<file path="src/rtl/count_decode_pkg.sv">
// count_decode_pkg: shared types and defaults for the count_decode observer.
// FSM state encodings are plain localparams; the step command is an enum so
// a future stimulus generator can reuse count_step_classify directly.
package count_decode_pkg;

    localparam int WIDTH_DEF = 8;
    localparam int RUN_W_DEF = 8;

    // Decoder FSM states (exposed on state_dbg)
    localparam logic [1:0] ST_SYNC  = 2'd0;
    localparam logic [1:0] ST_TRACK = 2'd1;
    localparam logic [1:0] ST_FAULT = 2'd2;

    // Classified step between two consecutive samples
    typedef enum logic [1:0] {
        CMD_HOLD    = 2'd0,
        CMD_UP      = 2'd1,
        CMD_DOWN    = 2'd2,
        CMD_ILLEGAL = 2'd3
    } cmd_t;

endpackage

</file>
<file path="src/rtl/count_decode_if.sv">
// count_decode_if: observed count bus plus decoded result bus.
// Optional macro COUNT_DECODE_WRAP_STATS_EN adds the wrap counters.
//
// Handshake: en acts as the valid qualifier for cnt_in; the decoder has no
// backpressure (ready is implicitly always 1), so every edge with en=1
// consumes one sample. dec_valid qualifies dec_s0/dec_s1 for one cycle.
interface count_decode_if #(
    parameter int WIDTH = 8,
    parameter int RUN_W = 8
);
    logic             en;
    logic [WIDTH-1:0] cnt_in;
    logic             err_clr;
    logic             dec_valid;
    logic             dec_s0;
    logic             dec_s1;
    logic             err_pulse;
    logic             err_sticky;
    logic [RUN_W-1:0] run_len;
`ifdef COUNT_DECODE_WRAP_STATS_EN
    logic [15:0]      wrap_up_cnt;
    logic [15:0]      wrap_down_cnt;
`endif

    // Source side: drives samples, reads decode
    modport master (
        output en, cnt_in, err_clr,
        input  dec_valid, dec_s0, dec_s1, err_pulse, err_sticky, run_len
`ifdef COUNT_DECODE_WRAP_STATS_EN
        , input wrap_up_cnt, wrap_down_cnt
`endif
    );

    // Decoder side
    modport slave (
        input  en, cnt_in, err_clr,
        output dec_valid, dec_s0, dec_s1, err_pulse, err_sticky, run_len
`ifdef COUNT_DECODE_WRAP_STATS_EN
        , output wrap_up_cnt, wrap_down_cnt
`endif
    );
endinterface

</file>
<file path="src/rtl/count_decode_step_classify.sv">
// count_step_classify: combinational classification of one counter step.
// diff = cnt_in - prev (mod 2^WIDTH): 0 hold, 1 up, all-ones down, else illegal.
module count_step_classify
    import count_decode_pkg::*;
#(
    parameter int WIDTH = WIDTH_DEF
) (
    input  logic [WIDTH-1:0] cnt_in,
    input  logic [WIDTH-1:0] prev,
    output cmd_t             cmd
);
    localparam logic [WIDTH-1:0] DIFF_ONE  = WIDTH'(1);
    localparam logic [WIDTH-1:0] DIFF_MONE = '1;

    logic [WIDTH-1:0] diff;

    // Modular difference naturally handles the wrap in both directions
    always_comb begin
        diff = cnt_in - prev;
        if (diff == '0)
            cmd = CMD_HOLD;
        else if (diff == DIFF_ONE)
            cmd = CMD_UP;
        else if (diff == DIFF_MONE)
            cmd = CMD_DOWN;
        else
            cmd = CMD_ILLEGAL;
    end
endmodule

</file>
<file path="src/rtl/count_decode.sv">
// count_decode: observes an up/down counter's registered output and recovers
// the hold/up/down command stream, flags illegal steps and tracks run length.
// Optional macro COUNT_DECODE_WRAP_STATS_EN adds wrap_up_cnt/wrap_down_cnt.
module count_decode
    import count_decode_pkg::*;
#(
    parameter int WIDTH = WIDTH_DEF,
    parameter int RUN_W = RUN_W_DEF
) (
    input  logic              clk,
    input  logic              rst,
    count_decode_if.slave     bus,
    output logic [1:0]        state_dbg
);
    localparam logic [RUN_W-1:0] RUN_ONE = RUN_W'(1);
    localparam logic [RUN_W-1:0] RUN_MAX = '1;

    logic [1:0]       state;
    logic [WIDTH-1:0] prev;
    cmd_t             step_cmd;
    cmd_t             last_cmd;
    logic             have_cmd;   // a legal decode exists since last SYNC
    logic             dec_valid_q;
    logic             s0_q;
    logic             s1_q;
    logic             pulse_q;
    logic             sticky_q;
    logic [RUN_W-1:0] run_q;
    logic [RUN_W-1:0] run_next;

    count_step_classify #(.WIDTH(WIDTH)) u_classify (
        .cnt_in (bus.cnt_in),
        .prev   (prev),
        .cmd    (step_cmd)
    );

    // Run length for a legal step: restart at 1 on a new command, else saturate
    always_comb begin
        run_next = RUN_ONE;
        if (have_cmd && (step_cmd == last_cmd))
            run_next = (run_q == RUN_MAX) ? run_q : run_q + RUN_ONE;
    end

    // Decoder FSM; err_clr is honoured even when en=0, errors beat err_clr
    always_ff @(posedge clk) begin
        if (rst) begin
            state       <= ST_SYNC;
            prev        <= '0;
            last_cmd    <= CMD_HOLD;
            have_cmd    <= 1'b0;
            dec_valid_q <= 1'b0;
            s0_q        <= 1'b0;
            s1_q        <= 1'b0;
            pulse_q     <= 1'b0;
            sticky_q    <= 1'b0;
            run_q       <= '0;
        end else begin
            pulse_q     <= 1'b0;
            dec_valid_q <= 1'b0;
            if (bus.err_clr)
                sticky_q <= 1'b0;
            if ((state == ST_FAULT) && bus.err_clr) begin
                state <= ST_SYNC;
            end else if (bus.en) begin
                prev <= bus.cnt_in;
                case (state)
                    ST_SYNC: begin
                        run_q    <= '0;
                        have_cmd <= 1'b0;
                        state    <= ST_TRACK;
                    end
                    ST_TRACK: begin
                        if (step_cmd == CMD_ILLEGAL) begin
                            pulse_q  <= 1'b1;
                            sticky_q <= 1'b1;
                            run_q    <= '0;
                            have_cmd <= 1'b0;
                            state    <= ST_FAULT;
                        end else begin
                            dec_valid_q <= 1'b1;
                            s0_q        <= (step_cmd == CMD_HOLD);
                            s1_q        <= (step_cmd == CMD_UP);
                            run_q       <= run_next;
                            have_cmd    <= 1'b1;
                            last_cmd    <= step_cmd;
                        end
                    end
                    default: begin
                        // FAULT: only keep prev following the bus
                    end
                endcase
            end
        end
    end

`ifdef COUNT_DECODE_WRAP_STATS_EN
    logic [15:0] wrap_up_q;
    logic [15:0] wrap_down_q;

    // Count legal wraps through the all-ones/zero boundary, saturating
    always_ff @(posedge clk) begin
        if (rst || bus.err_clr) begin
            wrap_up_q   <= '0;
            wrap_down_q <= '0;
        end else if (bus.en && (state == ST_TRACK)) begin
            if ((step_cmd == CMD_UP) && (prev == '1) && (wrap_up_q != 16'hFFFF))
                wrap_up_q <= wrap_up_q + 16'd1;
            if ((step_cmd == CMD_DOWN) && (prev == '0) && (wrap_down_q != 16'hFFFF))
                wrap_down_q <= wrap_down_q + 16'd1;
        end
    end

    assign bus.wrap_up_cnt   = wrap_up_q;
    assign bus.wrap_down_cnt = wrap_down_q;
`endif

    assign bus.dec_valid  = dec_valid_q;
    assign bus.dec_s0     = s0_q;
    assign bus.dec_s1     = s1_q;
    assign bus.err_pulse  = pulse_q;
    assign bus.err_sticky = sticky_q;
    assign bus.run_len    = run_q;
    assign state_dbg      = state;
endmodule
</file>
<file path="src/flat_wrapper.sv">
// flat-port wrapper written by rule: the top's interface ports become plain ports
module count_decode_flat import count_decode_pkg::*;
#(
    parameter int WIDTH = WIDTH_DEF,
    parameter int RUN_W = RUN_W_DEF
)
  (clk, rst, state_dbg, bus_en, bus_cnt_in, bus_err_clr, bus_dec_valid, bus_dec_s0, bus_dec_s1, bus_err_pulse, bus_err_sticky, bus_run_len);
  count_decode_if #(.WIDTH(WIDTH), .RUN_W(RUN_W)) bus_i ();
  input  logic clk;
  input  logic rst;
  output logic [1:0] state_dbg;
  input wire logic [$bits(bus_i.en)-1:0] bus_en;
  input wire logic [$bits(bus_i.cnt_in)-1:0] bus_cnt_in;
  input wire logic [$bits(bus_i.err_clr)-1:0] bus_err_clr;
  output wire logic [$bits(bus_i.dec_valid)-1:0] bus_dec_valid;
  output wire logic [$bits(bus_i.dec_s0)-1:0] bus_dec_s0;
  output wire logic [$bits(bus_i.dec_s1)-1:0] bus_dec_s1;
  output wire logic [$bits(bus_i.err_pulse)-1:0] bus_err_pulse;
  output wire logic [$bits(bus_i.err_sticky)-1:0] bus_err_sticky;
  output wire logic [$bits(bus_i.run_len)-1:0] bus_run_len;
  assign bus_i.en = bus_en;
  assign bus_i.cnt_in = bus_cnt_in;
  assign bus_i.err_clr = bus_err_clr;
  assign bus_dec_valid = bus_i.dec_valid;
  assign bus_dec_s0 = bus_i.dec_s0;
  assign bus_dec_s1 = bus_i.dec_s1;
  assign bus_err_pulse = bus_i.err_pulse;
  assign bus_err_sticky = bus_i.err_sticky;
  assign bus_run_len = bus_i.run_len;
  count_decode #(.WIDTH(WIDTH), .RUN_W(RUN_W)) u_core (.clk(clk), .rst(rst), .bus(bus_i), .state_dbg(state_dbg));
endmodule
</file>
<file path="config.mk">
export PLATFORM = sky130hd
export DESIGN_NAME = count_decode_flat
export DESIGN_NICKNAME = d
export VERILOG_FILES = /design/src/rtl/count_decode_pkg.sv /design/src/rtl/count_decode_if.sv /design/src/rtl/count_decode_step_classify.sv /design/src/rtl/count_decode.sv /design/src/flat_wrapper.sv
export SDC_FILE = /design/constraint.sdc
export NUM_CORES = 1
export LEC_CHECK = 0
export BUFFER_PORTS_ARGS = -buffer_cell sky130_fd_sc_hd__buf_2
export CORE_AREA = 4 4 58 70
export DETAILED_ROUTE_END_ITERATION = 12
export DIE_AREA = 0 0 62 74
export PLACE_DENSITY = 0.8
export SLEW_MARGIN = 20
export SYNTH_ARGS = -nofsm -noshare
export SYNTH_HDL_FRONTEND = slang
export SYNTH_SLANG_ARGS = --single-unit
</file>
<file path="constraint.sdc">
create_clock -name clk -period 3.2 [get_ports clk]
set_input_delay 0.48 -clock clk [delete_from_list [all_inputs] [get_ports clk]]
set_output_delay 0.48 -clock clk [all_outputs]
set_load 0.01 [all_outputs]
</file>
Word level (Yosys, flattened, before mapping)
Index checks and enable logic that the tools add are counted.
{ "totals": {"reg_bits": 26, "in_bits": 12, "output_inout_bits": 15, "elab_cells": 56} }
{ "op_classes": {"add_sub_neg": 2, "eq_ne": 10, "mux": 17, "bitwise": 4, "n_reduce_logical": 13} }
{ "ops": {"columns": ["cell", "count"], "rows": [
  ["2-to-1 mux 8 bit", 3],
  ["== test 8 bit (second input constant)", 2],
  ["case mux 8 bit (2 select lines)", 1],
  ["adder 8 x 1 -> 8 bit (second input constant)", 1],
  ["== test 8 x 1 -> 1 bit (second input constant)", 1],
  ["logical NOT 8 bit", 1],
  ["2-to-1 mux 1 bit", 8],
  ["AND reduction 4 bit", 2],
  ["subtractor 8 bit", 1],
  ["2-to-1 mux 2 bit", 3],
  ["AND reduction 3 bit", 2],
  ["== test 2 x 1 -> 1 bit (second input constant)", 2],
  ["== test 2 bit (second input constant)", 2],
  ["logical NOT 2 bit", 2],
  ["inequality test 4 bit (second input constant)", 1],
  ["inverter 1 bit", 4],
  ["case mux 2 bit (2 select lines)", 1],
  ["OR reduction 4 bit", 1],
  ["== test 2 bit", 1],
  ["logical AND 1 bit", 2],
  ["inequality test 2 x 1 -> 1 bit (second input constant)", 1],
  ["case mux 1 bit (2 select lines)", 1],
  ["AND reduction 2 bit", 1],
  ["nonzero test 2 bit", 1],
  ["OR reduction 2 bit", 1]
]} }

Logic depth before layout (Yosys ltp)
Gate-level depths: netlist (run 1).
{ "depth": {"ltp_word": 10, "ltp_mapped": 15, "ltp_nobuf": 13} }

Modules after synthesis
A second synthesis (run 1) with hierarchy kept.
{ "unflattened": {"hier_cells": 186, "area_unflattened_um2": 1596.5} }
{ "by_module_without_submodules": {"columns": ["mod", "n_inst", "cells_each", "area_each_um2", "seq_area_each_um2"], "rows": [
  ["count_decode", 1, 132, 1173.6, 520.5],
  ["count_step_classify", 1, 54, 422.9, 0.0]
]} }

Worst setup path after synthesis (run 1)
Ideal clock, no wire load.
{ "synth_path": {"kind": "input to register", "start": "input port bus_cnt_in[0]", "end": "register u_core.run_q[4], in the netlist u_core.bus.run_len[4]", "setup_time_ns": 0.084, "arrival_ns": 3.015, "t_required_ns": 3.116, "setup_slack_ns": 0.101, "path_stages": 14, "n_path_buf": 1, "path_cell_list": "inv_1 -> ha_1 -> inv_1 -> fa_1 -> a211oi_2 -> o21ba_1 -> o21ai_0 -> a2111oi_0 -> and3_1 -> buf_4 -> o21ai_1 -> nor2_2 -> nand3_2 -> o31ai_2"} }
{ "synth_via": {"elab_chain_cells": 10, "word_cells_on_any_way": 15, "cone_classes": "add/sub: 1; eq/ne: 5; mux: 6; reduce/logical: 3"} }
{ "synth_rtl": {"columns": ["element", "line_no", "source"], "rows": [
  ["from (decl)", "flat_wrapper.sv:13", "input wire logic [$bits(bus_i.cnt_in)-1:0] bus_cnt_in;"],
  ["subtractor 8 bit *", "count_decode_step_classify.sv:19", "diff = cnt_in - prev;"],
  ["== test 8 bit", "count_decode_step_classify.sv:24", "else if (diff == DIFF_MONE)"],
  ["2-to-1 mux 1 bit", "count_decode_step_classify.sv:24", null],
  ["2-to-1 mux 2 bit", "count_decode_step_classify.sv:22", "else if (diff == DIFF_ONE)"],
  ["2-to-1 mux 2 bit *", "count_decode_step_classify.sv:20", "if (diff == '0)"],
  ["== test 2 bit", "count_decode.sv:40", "if (have_cmd && (step_cmd == last_cmd))"],
  ["logical AND 1 bit", "count_decode.sv:40", null],
  ["2-to-1 mux 8 bit", "count_decode.sv:40", null],
  ["2-to-1 mux 8 bit", "count_decode.sv:73", "if (step_cmd == CMD_ILLEGAL) begin"],
  ["case mux 8 bit (2 select lines)", "count_decode.sv:66", "case (state)"],
  ["to (signal assigned)", "count_decode.sv:83", "run_q <= run_next;"],
  ["to (decl)", "count_decode.sv:28", "logic [RUN_W-1:0] run_q;"]
]} }
Every way passes the cells marked *; elsewhere a longest branch is shown, timed or not.
A chain may end at the register's enable or synchronous reset.

Worst setup path after layout (run 1)
{ "layout_path": {"start": "register u_core.prev[0]", "end": "register u_core.run_q[3], in the netlist u_core.bus.run_len[3]"} }
{ "layout_via": {"elab_chain_cells": 10, "word_cells_on_any_way": 15, "cone_classes": "add/sub: 1; eq/ne: 5; mux: 6; reduce/logical: 3"} }
{ "layout_rtl": {"columns": ["element", "line_no", "source"], "rows": [
  ["from (decl)", "count_decode.sv:19", "logic [WIDTH-1:0] prev;"],
  ["from (signal assigned)", "count_decode.sv:65", "prev <= bus.cnt_in;"],
  ["subtractor 8 bit *", "count_decode_step_classify.sv:19", null],
  ["== test 8 bit", "count_decode_step_classify.sv:24", null],
  ["2-to-1 mux 1 bit", "count_decode_step_classify.sv:24", null],
  ["2-to-1 mux 2 bit", "count_decode_step_classify.sv:22", null],
  ["2-to-1 mux 2 bit *", "count_decode_step_classify.sv:20", null],
  ["== test 2 bit", "count_decode.sv:40", null],
  ["logical AND 1 bit", "count_decode.sv:40", null],
  ["2-to-1 mux 8 bit", "count_decode.sv:40", null],
  ["2-to-1 mux 8 bit", "count_decode.sv:73", null],
  ["case mux 8 bit (2 select lines)", "count_decode.sv:66", null]
]} }
Marked as above.

==> flow_summary.yaml, run 1 <==
outcome:
  status: "completed"
clock_network:
  hold_buffers: 0
  path_clk_slew_ns: 0.10
  clk_latency_ns: 0.28
  cts_buffers: 3
  clock_sinks: 26
  tritoncts: "built"
  clockBufferDepth: 2
  root_buffer: "clkbuf_8"
  htree_levels: 1
pwr:
  power_frac_comb_pct: 19.6
  clock_power_share_pct: 36.0
  swShare_pct: 26.5
  ir_drop_uv: 246
  p_switching_w: 0.000204
  p_seq_share_pct: 44.4
  finalPower_w: 0.000770
  p_int_w: 0.000566
  p_leak_nw: 0.813
  p_per_area_nw_per_um2: 390
layout:
  nets: 262
  stdcell_count: 276
  n_fill_cell: 307
  final_area_sq_um: 1970
  n_antenna_cell: 0
  final_core_util_pct: 58.6
  area_growth_pct: 21.6
  layout_common_cells: "nor2_1 (27), buf_2 (26), dfxtp_1 (26)"
  drive_gt1_share_pct: 23.8
  final_common_cell: "nor2_1"
floorplan:
  initial_utilization_pct: 48.2
  die-area_sq_um: 4590
  core_sq_um: 3370
  rows: 23
  pin_count: 27
  fp.dieH_um: 74
  die_w_um: 62
global_route:
  grt_max_degree: 24
  grt.total_usage_pct: 17.0
  antenna_found_initial: 0
  overflow: 0
  grt_pass1_wl_mm: 6.04
  first_global_vias: 1457
drt:
  routed_wl_mm: 3.65
  drt_pass1_iterations: 4
  viasPerCell: 5.70
  routedWlPerCell_um: 13.2
  drtIter0Drc: 80
  vias: 1573
  drc_errors: 0
  ant_nets: 0
setup_path:
  crit_arrival_ns: 3.20
  critPathKind: "reg2reg"
  start_kind: "flip-flop"
  slowest_delay_ns: 0.39
  end_kind: "flip-flop"
  crit_slowest_cell: "fa_2"
  cp.required_ns: 3.40
  path_max_fanout: 4
  path_cells: "ha_1 -> inv_1 -> fa_2 -> a211oi_4 -> o21ba_1 -> o21ai_0 -> a2111oi_1 -> and3_2 -> buf_4 -> o21ai_1 -> nor4_1 -> o211ai_1 -> o31ai_2"
place:
  post-dp-hpwl_mm: 2.71
  port_buffers: 26
  place_area_sq_um: 1850
  gp_congestion: 0.868
  dp.cells: 269
yosys:
  syn_area_per_cell_sq_um: 8.08
  synth-seq-cells: 26
  synthDistinctLibCells: 43
  syn_nets: 223
  yosysSeqAreaShare_pct: 32.0
  synthTopCellsByArea: "dfxtp_1 (32%), ha_1 (6.9%), nor2_1 (6.2%)"
  syn_area_sq_um: 1620
  synth.top_cell.area_share_pct: 32.0
  netlist_instances: 201
  yosys.area.top_type: "dfxtp_1"
  synth_warnings: 0
sta:
  max_slew_margin_pct: 63.4
  rsz0062_at_grt: "no"
  worstMarginPinSlew_ns: 0.549
  fmax_mhz: 333
  finalSetupViolations: 0
  fin_worst_skew_ns: 0.00606
  setup-tns-final_ns: 0
  hold_violations: 0
  maxSlewViolCount: 0
  period_needed_ns: 3.00
  period_share_pct: 93.8
hold_path:
  min_path_type: "in2reg"
flow_run:
  maxCapViolations: 0
## registers in the layout, indices dropped and copies added, names as in the netlist
name,cells
u_core.bus.dec_s0,1
u_core.bus.err_sticky,1
u_core.state_dbg,2
u_core.bus.dec_valid,1
u_core.bus.err_pulse,1
u_core.last_cmd,2
u_core.bus.run_len,8
u_core.have_cmd,1
u_core.prev,8
u_core.bus.dec_s1,1
## power groups by stage
stage | Combinational, W | Clock (W) | Sequential, W
4_1_cts | 0.000146 | 0.000286 | 0.000342
3_5_place_dp | 0.000145 | 0 | 0.000349
2_1_floorplan | 0.000105 | 0 | 0.000350
6_report | 0.000151 | 0.000277 | 0.000342
3_3_place_gp | 0.000142 | 0 | 0.000349
5_1_grt | 0.000170 | 0.000297 | 0.000344
## critical path: cells and delay by family (launching register included)
kind | cells | cell delay [ns]
adders and majority gates | 2 | 0.54
AOI/OAI and AO/OA | 7 | 1.22
buffers and inverters | 2 | 0.17
and+or+nand+nor | 2 | 0.61
DFF | 1 | 0.37
## area by class of cell
class                   instances  area [sq um]  share of cell area [%]
clock buffers                   3          41.3                    2.09
inverters                      12          45.0                    2.28
clock inverters                 1          30.0                    1.52
multi-input cells             157          1060                    53.5
flip-flops and latches         26           520                    26.4
repair buffers                 40           235                    11.9
well taps                      37          46.3                    2.34
## per-layer routing
| layer | GRT usage [%] | wire (um) | up-vias |
|---|---|---|---|
| met5 | 0 | 0 | - |
| li1 | - | - | 792 |
| met4 | 5.66 | 81 | 0 |
| met3 | 2.60 | 129 | 9 |
| met1 | 19.8 | 1530 | 741 |
| met2 | 30.6 | 1910 | 31 |
## per-stage QoR
step | setup WS [ns] | hold WS (ns)
after global placement | -0.212 | 0.452
after detailed placement | -0.328 | 0.460
after CTS | 0.0273 | 0.447
after floorplan | 0.101 | 0.463
after global routing | 0.0697 | 0.465
final | 0.198 | 0.452
## timing repair
action	in CTS	in global routing
gates resized for setup	1	5
endpoints found under the setup margin	3	12
setup buffers	0	3
pin swaps	0	3
## synthesized netlist by cell type
master / instances
a211oi_2: 1
a31oi_1: 6
o31ai_2: 3
nand3_2: 1
or3_4: 1
nor3b_1: 2
and3_1: 3
o221a_1: 1
a21oi_1: 13
buf_4: 2
dfxtp_1: 26
a211oi_4: 1
o211ai_1: 3
nor2b_1: 6
and3b_1: 1
a21oi_2: 1
nand3b_1: 2
nand2_1: 11
nor4b_1: 2
or2_2: 1
nor2_1: 27
mux2i_1: 7
nor2_2: 1
a211oi_1: 1
ha_1: 9
o21ba_1: 1
nand2b_1: 5
nand3_1: 11
clkinv_1: 1
nand4_1: 3
inv_1: 11
clkbuf_1: 4
o21ai_1: 5
xor2_1: 1
o21ai_0: 10
o31ai_1: 3
or4_1: 1
nor3_1: 4
xnor2_1: 4
a2111oi_0: 1
nand4b_1: 1
fa_1: 1
nor4_1: 2
## logic make-up after synthesis
logic type | after synthesis | share of synthesized area, %
multiplexers | 7 | 4.31
AND/OR/NAND/NOR | 85 | 27.3
XOR/XNOR | 5 | 2.70
buffers and inverters | 18 | 4.62
adder cells (fa/ha/maj) | 10 | 8.17
AO/OA/AOI/OAI | 50 | 20.9
flip-flops | 26 | 32.0
## worst paths after layout
kind,depth (start not counted),to,slack [ns],start
worst max-delay path,13,u_core.bus.run_len[3]$_SDFFE_PP0P_,0.20,u_core.prev[0]$_SDFFE_PP0P_
worst min-delay path,3,u_core.prev[3]$_SDFFE_PP0P_,0.45,bus_cnt_in[3]
worst max register to register,13,u_core.bus.run_len[3]$_SDFFE_PP0P_,0.20,u_core.prev[0]$_SDFFE_PP0P_
worst min register to register,2,u_core.bus.err_sticky$_SDFF_PP0_,0.47,u_core.bus.err_sticky$_SDFF_PP0_
Note: power is estimated with default switching activity, not from simulation.
==> inputs of run 2 (changes only) <==
GPL_TIMING_DRIVEN = 0   (was unset)
==> flow_summary.yaml, run 2 (synthesis gave the netlist of run 1 again) <==
floorplan:
  die-area_sq_um: 4590
  fp.dieH_um: 74
  pin_count: 27
  rows: 23
  core_sq_um: 3370
  die_w_um: 62
  initial_utilization_pct: 48.2
clock_network:
  clockBufferDepth: 2
  htree_levels: 1
  clock_sinks: 26
  tritoncts: "built"
  path_clk_slew_ns: 0.10
  cts_buffers: 3
  clk_latency_ns: 0.28
  root_buffer: "clkbuf_8"
  hold_buffers: 0
hold_path:
  hold-path-endpoint: "u_core.prev[2]$_SDFFE_PP0P_"
  min_from: "bus_cnt_in[2]"
  hold_depth: 3
  min_path_type: "in2reg"
drt:
  vias: 1630
  viasPerCell: 5.84
  drc_errors: 0
  routed_wl_mm: 3.84
  drt_pass1_iterations: 4
  drtIter0Drc: 85
  routedWlPerCell_um: 13.8
  ant_nets: 0
sta:
  worstMarginPinSlew_ns: 0.516
  hold_violations: 0
  max_slew_margin_pct: 65.6
  fin_worst_skew_ns: 0.00328
  maxSlewViolCount: 0
  period_needed_ns: 3.04
  finalWorstSetupSlack_ns: 0.163
  fmax_mhz: 329
  period_share_pct: 94.9
  finalSetupViolations: 0
setup_path:
  timing.rr.start: "u_core.prev[0]$_SDFFE_PP0P_"
  cp.required_ns: 3.38
  start_kind: "input pin"
  critPathKind: "in2reg"
  path_max_fanout: 5
  end_kind: "flip-flop"
  rrSetupSlack_ns: 0.18
  r2r_cells: 13
  r2r_end: "u_core.bus.run_len[0]$_SDFFE_PP0P_"
  crit_arrival_ns: 3.21
layout:
  drive_gt1_share_pct: 26.4
  area_growth_pct: 25.3
  layout_common_cells: "buf_2 (27), nor2_1 (26), dfxtp_1 (25)"
  nets: 265
  stdcell_count: 279
  n_antenna_cell: 0
  final_common_cell: "buf_2"
place:
  dp_slack_ns: -0.406
  port_buffers: 26
  dp.cells: 264
  post-dp-hpwl_mm: 2.62
  gp_congestion: 0.869
global_route:
  grt_max_degree: 16
  use_met2_pct: 27.4
  top_usage_layer: "met2"
  met3_usage_pct: 2.26
  first_global_vias: 1461
  antenna_found_initial: 0
  grt_pass1_wl_mm: 6.02
  grt_util_met1_pct: 21.3
  overflow: 0
  grt.total_usage_pct: 16.8
pwr:
  finalPower_w: 0.000779
  p_leak_nw: 0.825
  ir_drop_uv: 365
  p_per_area_nw_per_um2: 383
flow_run:
  maxCapViolations: 0
outcome:
  status: "completed"
## run 2: cell types whose count changed in the layout (fill, tap and decap cells not counted), moves of 2 or more
| cell | before | now |
|---|---|---|
| nor4b_2 | 0 | 2 |
| buf_4 | 14 | 10 |
| clkbuf_1 | 0 | 4 |
| nor4b_1 | 2 | 0 |
## run 2: power by group
group	switching [W]	internal, W	leakage (nW)
logic	0.0000915	0.0000651	0.577
registers	0.00000868	0.000334	0.212
clock network	0.000112	0.000168	0.0357
## run 2: cell type report
type,count,area (sq um)
Buffer,6,33.8
Clock buffer,3,41.3
Clock inverter,1,30.0
Fill cell,288,1330
Inverter,12,45.0
Multi-Input combinational cell,157,1090
Sequential cell,26,522
Tap cell,37,46.3
Timing Repair Buffer,37,223
## run 2: repair_timing
action	CTS	global route
endpoints found under the hold margin	0	0
resized for setup	3	13
setup endpoints to repair	11	12
pin swaps	1	8
setup buffers	1	9
cloned	0	1
## run 2: routing by layer
metal | routed length [um] | up-vias
li1 | - | 806
met1 | 1570 | 768
met2 | 2010 | 45
met3 | 171 | 11
met4 | 95 | 0
met5 | 0 | -
## run 2: how the worst max path moves through the flow
| stage | startpoint | end | slack, ns | cells past startpoint |
|---|---|---|---|---|
| finish | bus_cnt_in[0] | u_core.bus.run_len[0]$_SDFFE_PP0P_ | 0.16 | 15 |
| global route | bus_cnt_in[0] | u_core.bus.run_len[0]$_SDFFE_PP0P_ | -0.02 | 15 |
| CTS | u_core.prev[0]$_SDFFE_PP0P_ | u_core.bus.run_len[0]$_SDFFE_PP0P_ | 0.04 | 13 |
| detailed placement | bus_cnt_in[0] | u_core.bus.run_len[4]$_SDFFE_PP0P_ | -0.41 | 15 |
| global placement | bus_cnt_in[0] | u_core.bus.run_len[4]$_SDFFE_PP0P_ | -0.36 | 15 |
| floorplan | bus_cnt_in[0] | u_core.bus.run_len[4]$_SDFFE_PP0P_ | 0.10 | 14 |
## run 2: stage by stage
stage               hold slack, ns  utilization (%)  TNS (ns)  cell area [sq um]
floorplan                    0.463                -         0               1620
global placement             0.454             53.5     -3.50               1800
global route                 0.484             60.5   -0.0219               2040
CTS                          0.456             56.2         0               1890
finish                       0.453             60.5         0               2040
detailed placement           0.457             53.5     -3.99               1800
## run 2: worst max-delay path, cell delays in order
cell	delay, ns
buf_2	0.10
inv_2	0.06
ha_1	0.14
inv_1	0.05
fa_2	0.37
a211oi_4	0.31
o211ai_1	0.13
nand4b_1	0.15
nand3_1	0.14
a211oi_4	0.34
xnor2_2	0.14
o31ai_2	0.26
buf_4	0.20
a21oi_1	0.07
o221a_1	0.26
